===== src/rtl/uart_pkg.sv =====
// Shared UART definitions: FSM states, parity selectors and line levels.
// Kept separate so the receive side can reuse the same encodings.
package uart_pkg;

    typedef enum logic [2:0] {
        IDLE   = 3'd0,
        START  = 3'd1,
        DATA   = 3'd2,
        PARITY = 3'd3,
        STOP   = 3'd4
    } state_t;

    localparam logic PAR_EVEN = 1'b0;
    localparam logic PAR_ODD  = 1'b1;

    localparam logic IDLE_LEVEL  = 1'b1;
    localparam logic START_LEVEL = 1'b0;
    localparam logic STOP_LEVEL  = 1'b1;

    localparam int DATA_WD_DEFAULT = 8;

endpackage


===== src/rtl/uart_tx_parity.sv =====
// Combinational parity bit for a UART frame; even parity is the XOR of the
// payload, odd parity is its inverse.
module uart_tx_parity
    import uart_pkg::*;
#(
    parameter int DATA_WD = DATA_WD_DEFAULT
) (
    input  logic [DATA_WD-1:0] data,
    input  logic               par_typ,
    output logic               par_bit
);

    assign par_bit = (^data) ^ (par_typ == PAR_ODD);

endmodule


===== src/rtl/uart_tx_frame.sv =====
// UART transmitter: one clock per bit. Serialises a byte as start bit, data
// bits LSB first, optional parity bit and one stop bit. o_tx and o_busy are
// registered copies of the values decoded for the next state.
module uart_tx_frame
    import uart_pkg::*;
#(
    parameter int DATA_WD = DATA_WD_DEFAULT
) (
    input  logic               i_clk,
    input  logic               i_rst,
    input  logic [DATA_WD-1:0] i_data,
    input  logic               i_data_valid,
    input  logic               i_par_en,
    input  logic               i_par_typ,
    output logic               o_tx,
    output logic               o_busy
);

    localparam int CNT_W = (DATA_WD > 1) ? $clog2(DATA_WD) : 1;
    localparam logic [CNT_W-1:0] CNT_LAST = CNT_W'(DATA_WD - 1);

    state_t             state, state_next;
    logic [DATA_WD-1:0] data_q;
    logic [DATA_WD-1:0] shift_q;
    logic [CNT_W-1:0]   cnt;
    logic               par_en_q;
    logic               par_typ_q;
    logic               accept;
    logic               tx_next;
    logic               busy_next;
    logic               par_bit;

    // Parity is derived from the latched byte so later input changes cannot leak in
    uart_tx_parity #(
        .DATA_WD (DATA_WD)
    ) u_parity (
        .data    (data_q),
        .par_typ (par_typ_q),
        .par_bit (par_bit)
    );

    // Next-state decode and next line/busy levels; a new byte is taken only in IDLE or STOP
    always_comb begin
        state_next = IDLE;
        tx_next    = IDLE_LEVEL;
        busy_next  = 1'b0;
        accept     = i_data_valid && (state == IDLE || state == STOP);

        case (state)
            IDLE:    state_next = accept ? START : IDLE;
            START:   state_next = DATA;
            DATA: begin
                if (cnt == CNT_LAST) begin
                    state_next = par_en_q ? PARITY : STOP;
                end else begin
                    state_next = DATA;
                end
            end
            PARITY:  state_next = STOP;
            STOP:    state_next = accept ? START : IDLE;
            default: state_next = IDLE;
        endcase

        // The shift register moves one bit per DATA cycle, so the bit to show
        // next is bit 0 when leaving START and bit 1 while already in DATA.
        case (state_next)
            START:   tx_next = START_LEVEL;
            DATA:    tx_next = (state == START) ? shift_q[0] : shift_q[1];
            PARITY:  tx_next = par_bit;
            STOP:    tx_next = STOP_LEVEL;
            default: tx_next = IDLE_LEVEL;
        endcase

        busy_next = (state_next != IDLE);
    end

    // State, frame latches, shift register, bit counter and registered outputs
    always_ff @(posedge i_clk) begin
        if (i_rst) begin
            state     <= IDLE;
            o_tx      <= IDLE_LEVEL;
            o_busy    <= 1'b0;
            data_q    <= '0;
            shift_q   <= '0;
            cnt       <= '0;
            par_en_q  <= 1'b0;
            par_typ_q <= PAR_EVEN;
        end else begin
            state  <= state_next;
            o_tx   <= tx_next;
            o_busy <= busy_next;

            if (accept) begin
                data_q    <= i_data;
                shift_q   <= i_data;
                par_en_q  <= i_par_en;
                par_typ_q <= i_par_typ;
            end else if (state == DATA) begin
                shift_q <= {1'b0, shift_q[DATA_WD-1:1]};
            end

            if (state == DATA && cnt != CNT_LAST) begin
                cnt <= cnt + 1'b1;
            end else begin
                cnt <= '0;
            end
        end
    end

endmodule

===== config.mk =====
export PLATFORM = sky130hd
export DESIGN_NAME = uart_tx_frame
export DESIGN_NICKNAME = d
export VERILOG_FILES = /design/src/rtl/uart_pkg.sv /design/src/rtl/uart_tx_parity.sv /design/src/rtl/uart_tx_frame.sv
export SDC_FILE = /design/constraint.sdc
export NUM_CORES = 1
export LEC_CHECK = 0
export CORE_MARGIN = 4
export CORE_UTILIZATION = 52
export DETAILED_ROUTE_END_ITERATION = 8
export GPL_TIMING_DRIVEN = 1
export PLACE_DENSITY = 0.85
export SYNTH_ARGS = -nofsm -noshare
export SYNTH_HDL_FRONTEND = slang
export SYNTH_HIERARCHICAL = 1
export SYNTH_SLANG_ARGS = --single-unit

===== constraint.sdc =====
create_clock -name i_clk -period 2.16 [get_ports i_clk]
set_input_delay 0.432 -clock i_clk [delete_from_list [all_inputs] [get_ports i_clk]]
set_output_delay 0.432 -clock i_clk [all_outputs]
set_load 0.01 [all_outputs]

==> flow_summary.ini <==
[routing]
detail_route.wirelength_um = 2050
num_vias = 881
avgViaCountPerCell = 5.31
drt_iter0_markers = 12
first_pass_iters = 5
routed_wire_length_per_instance_um = 12.4
ant_nets = 0
detail_route.drc_violations = 0

[yosys]
nets_in_the_synthesized_netlist = 139
synth_largest_area_cell = dfxtp_1
yosys.cell_types.count = 30
syn-cell-area_mm2 = 0.00109
proportion_of_synthesized_chip_area_in_sequential_cells_pct = 47.6
mapped_cells = 124
synth.area.top_cells = dfxtp_1, nand2_1, a21oi_1
yosys_register_bits = 26
synth_top_area_share_pct = 47.6
ys.warnings.count = 6
synth.avg_cell_area_um2 = 8.82

[clocking]
cts_num_sinks = 26
clkLatencyLatePin_ps = 320
cts_tree = yes
cts_inserted_buffers = 3
cts.clk_slew.worst_paths_ps = 140
cts-hold-fix-buffers = 0
postCtsSetupBuffers = 0
cts-htree-levels = 1
cts_repair_resize_count = 0
ctsRootBufferMaster = clkbuf_4
clock_path_buffers = 2

[critical_path]
critical_path.startpoint = cnt[0]$_SDFF_PP0_
cp_launch_type = register
worst_ep_arrival_time_ps = 2100
end_kind = register
regToRegSetupSlack_ps = 300
critical_path.reg2reg.endpoint = o_tx$_SDFF_PP1_
timing_worst_setup_path_type = register to register
timing.reg2reg.worst_path_depth = 6
timing.critical_path.to = o_tx$_SDFF_PP1_
critical_path_required_ps = 2400
rr_startpoint = cnt[0]$_SDFF_PP0_
worst-path-max-fanout = 4

[layout]
final_cell_area_mm2 = 0.00130
layout.cells.most_common_list = nand2_1, dfxtp_1, a21oi_1, clkdlybuf4s50_1, nor2_1
filler_cell_count = 174
most_frequent_standard_cell_in_the_layout_excluding_fill_and_tap_cells = nand2_1
antenna-diode-count = 0
multi_input_area_um2 = 543
flow.area_growth_from_synthesis_pct = 18.9
drive_gt1_share_pct = 6.47
sequential_cell_area_um2 = 520
post_layout_nonfiller_instances = 166
final_core_util_pct = 65.6
final_nets = 155

[timing]
max_freq_mhz = 536
timing.hold.ws_ps = 445
max_slew.worst_pin.slew_ps = 461
period_needed_ps = 1860
slew-limit-headroom_pct = 69.3
grt_setup_unrepaired = false
layout_worst_path_cycle_share_pct = 86.3
setup_viol_count_final = 0
setup-tns-final_ps = 0
timing.final.max_slew_violations = 0
clock-skew-final_ps = 4.92
finalHoldViolations = 0

[placement]
numPlacedInstances = 162
numPortBuffers = 14
postPlaceCellArea_mm2 = 0.00126
gp_congestion = 0.751
detailedPlacementHpwl_um = 1520

[flow_run]
maxCapViolations = 0

[floorplan]
die_h_um = 53.9
die-width_um = 53.9
core_region_area_mm2 = 0.00198
io_pins = 15
num_rows = 16
die_area_mm2 = 0.00290
initial_utilization_pct = 55.2

[global_routing]
largest_net_degree_at_the_start_of_global_routing = 16
grt-ovfl-total = 0
antenna_found_initial = 0
wire_length_of_the_first_global_routing_pass_um = 3460
grt_util_all_layers_pct = 16.9
grt_pass1_vias = 825

[power]
power_density_mw_per_mm2 = 750
power.ir.vdd_worst_uv = 469
power.static_leakage_nw = 0.501

[status]
outcome = completed

[hold_path]
timing.hold.worst.class = register to register
layer usage:
| metal | vias up | track usage [%] | wire (um) |
|---|---|---|---|
| met5 | - | 0 | 0 |
| met4 | 0 | 7.66 | 36 |
| met3 | 6 | 3.32 | 71 |
| met2 | 16 | 31.0 | 1070 |
| met1 | 409 | 18.4 | 876 |
| li1 | 450 | - | - |
cell families (layout without fill, tap and decap cells):
| kind of cell | count (synthesis) | in the layout | share of synthesized area [%] |
|---|---|---|---|
| AO/OA/AOI/OAI | 26 | 26 | 14.9 |
| multiplexers | 2 | 2 | 1.95 |
| XOR/XNOR | 7 | 7 | 7.55 |
| buffers and inverters | 7 | 22 | 2.75 |
| adder cells (fa/ha/maj) | 2 | 2 | 2.29 |
| flip-flops | 26 | 26 | 47.6 |
| AND/OR/NAND/NOR | 54 | 54 | 23.0 |
synthesized netlist by cell type:
cell,count
xnor2_1,4
a21o_1,1
and2_1,2
nor2b_1,2
nand2b_1,6
nor2_2,1
nor3_1,3
ha_1,2
nor2_1,8
o21ai_0,2
nor4_1,1
clkbuf_1,3
xnor3_1,1
buf_2,3
inv_1,1
mux2i_1,1
o21a_1,1
a311oi_1,6
xnor2_2,1
a21oi_1,14
a211oi_1,1
o21bai_1,1
or2_1,1
xor2_1,1
nand4b_1,1
nand2_1,27
or4_1,1
dfxtp_1,26
mux2_1,1
nor3b_1,1
sequential cells by signal (all words and copies together) (netlist names):
register,flops
par_en_q,1
state,3
cnt,3
o_busy,1
o_tx,1
par_typ_q,1
data_q,8
shift_q,8
worst min-delay path by stage:
| stage | slack (ps) | endpoint | startpoint | depth (start not counted) |
|---|---|---|---|---|
| after detailed placement | 430 | cnt[0]$_SDFF_PP0_ | cnt[0]$_SDFF_PP0_ | 1 |
| after floorplan | 410 | cnt[0]$_SDFF_PP0_ | cnt[0]$_SDFF_PP0_ | 1 |
| after global placement | 420 | cnt[0]$_SDFF_PP0_ | cnt[0]$_SDFF_PP0_ | 1 |
| after CTS | 450 | cnt[0]$_SDFF_PP0_ | cnt[0]$_SDFF_PP0_ | 1 |
| after global routing | 460 | cnt[0]$_SDFF_PP0_ | cnt[0]$_SDFF_PP0_ | 1 |
| final | 440 | cnt[0]$_SDFF_PP0_ | cnt[0]$_SDFF_PP0_ | 1 |
worst max-delay path, stage by stage (launching register included):
cell and delay, ps:
dfxtp_1 340, ha_1 200, ha_1 220, nor2b_1 160
o21a_1 210, or4_1 480, a21o_1 180
per-stage QoR:
stage | power, mW | worst slack (ps)
after global routing | 1.03 | 209
after floorplan | 0.679 | 400
after detailed placement | 0.743 | 226
after global placement | 0.735 | 274
final | 0.975 | 296
after CTS | 0.982 | 292
layout make-up:
class	count	area share, %
Clock buffer	4	2.79
Inverter	1	0.289
Multi-Input combinational cell	91	41.8
Sequential cell	26	40.0
Tap cell	27	2.60
Timing Repair Buffer	17	12.5
where the power goes:
part           internal, mW  total, mW  switching [mW]
sequential            0.517      0.541          0.0236
combinational         0.100      0.191          0.0910
clock                 0.103      0.243           0.140
(Power assumes the default switching activity.)
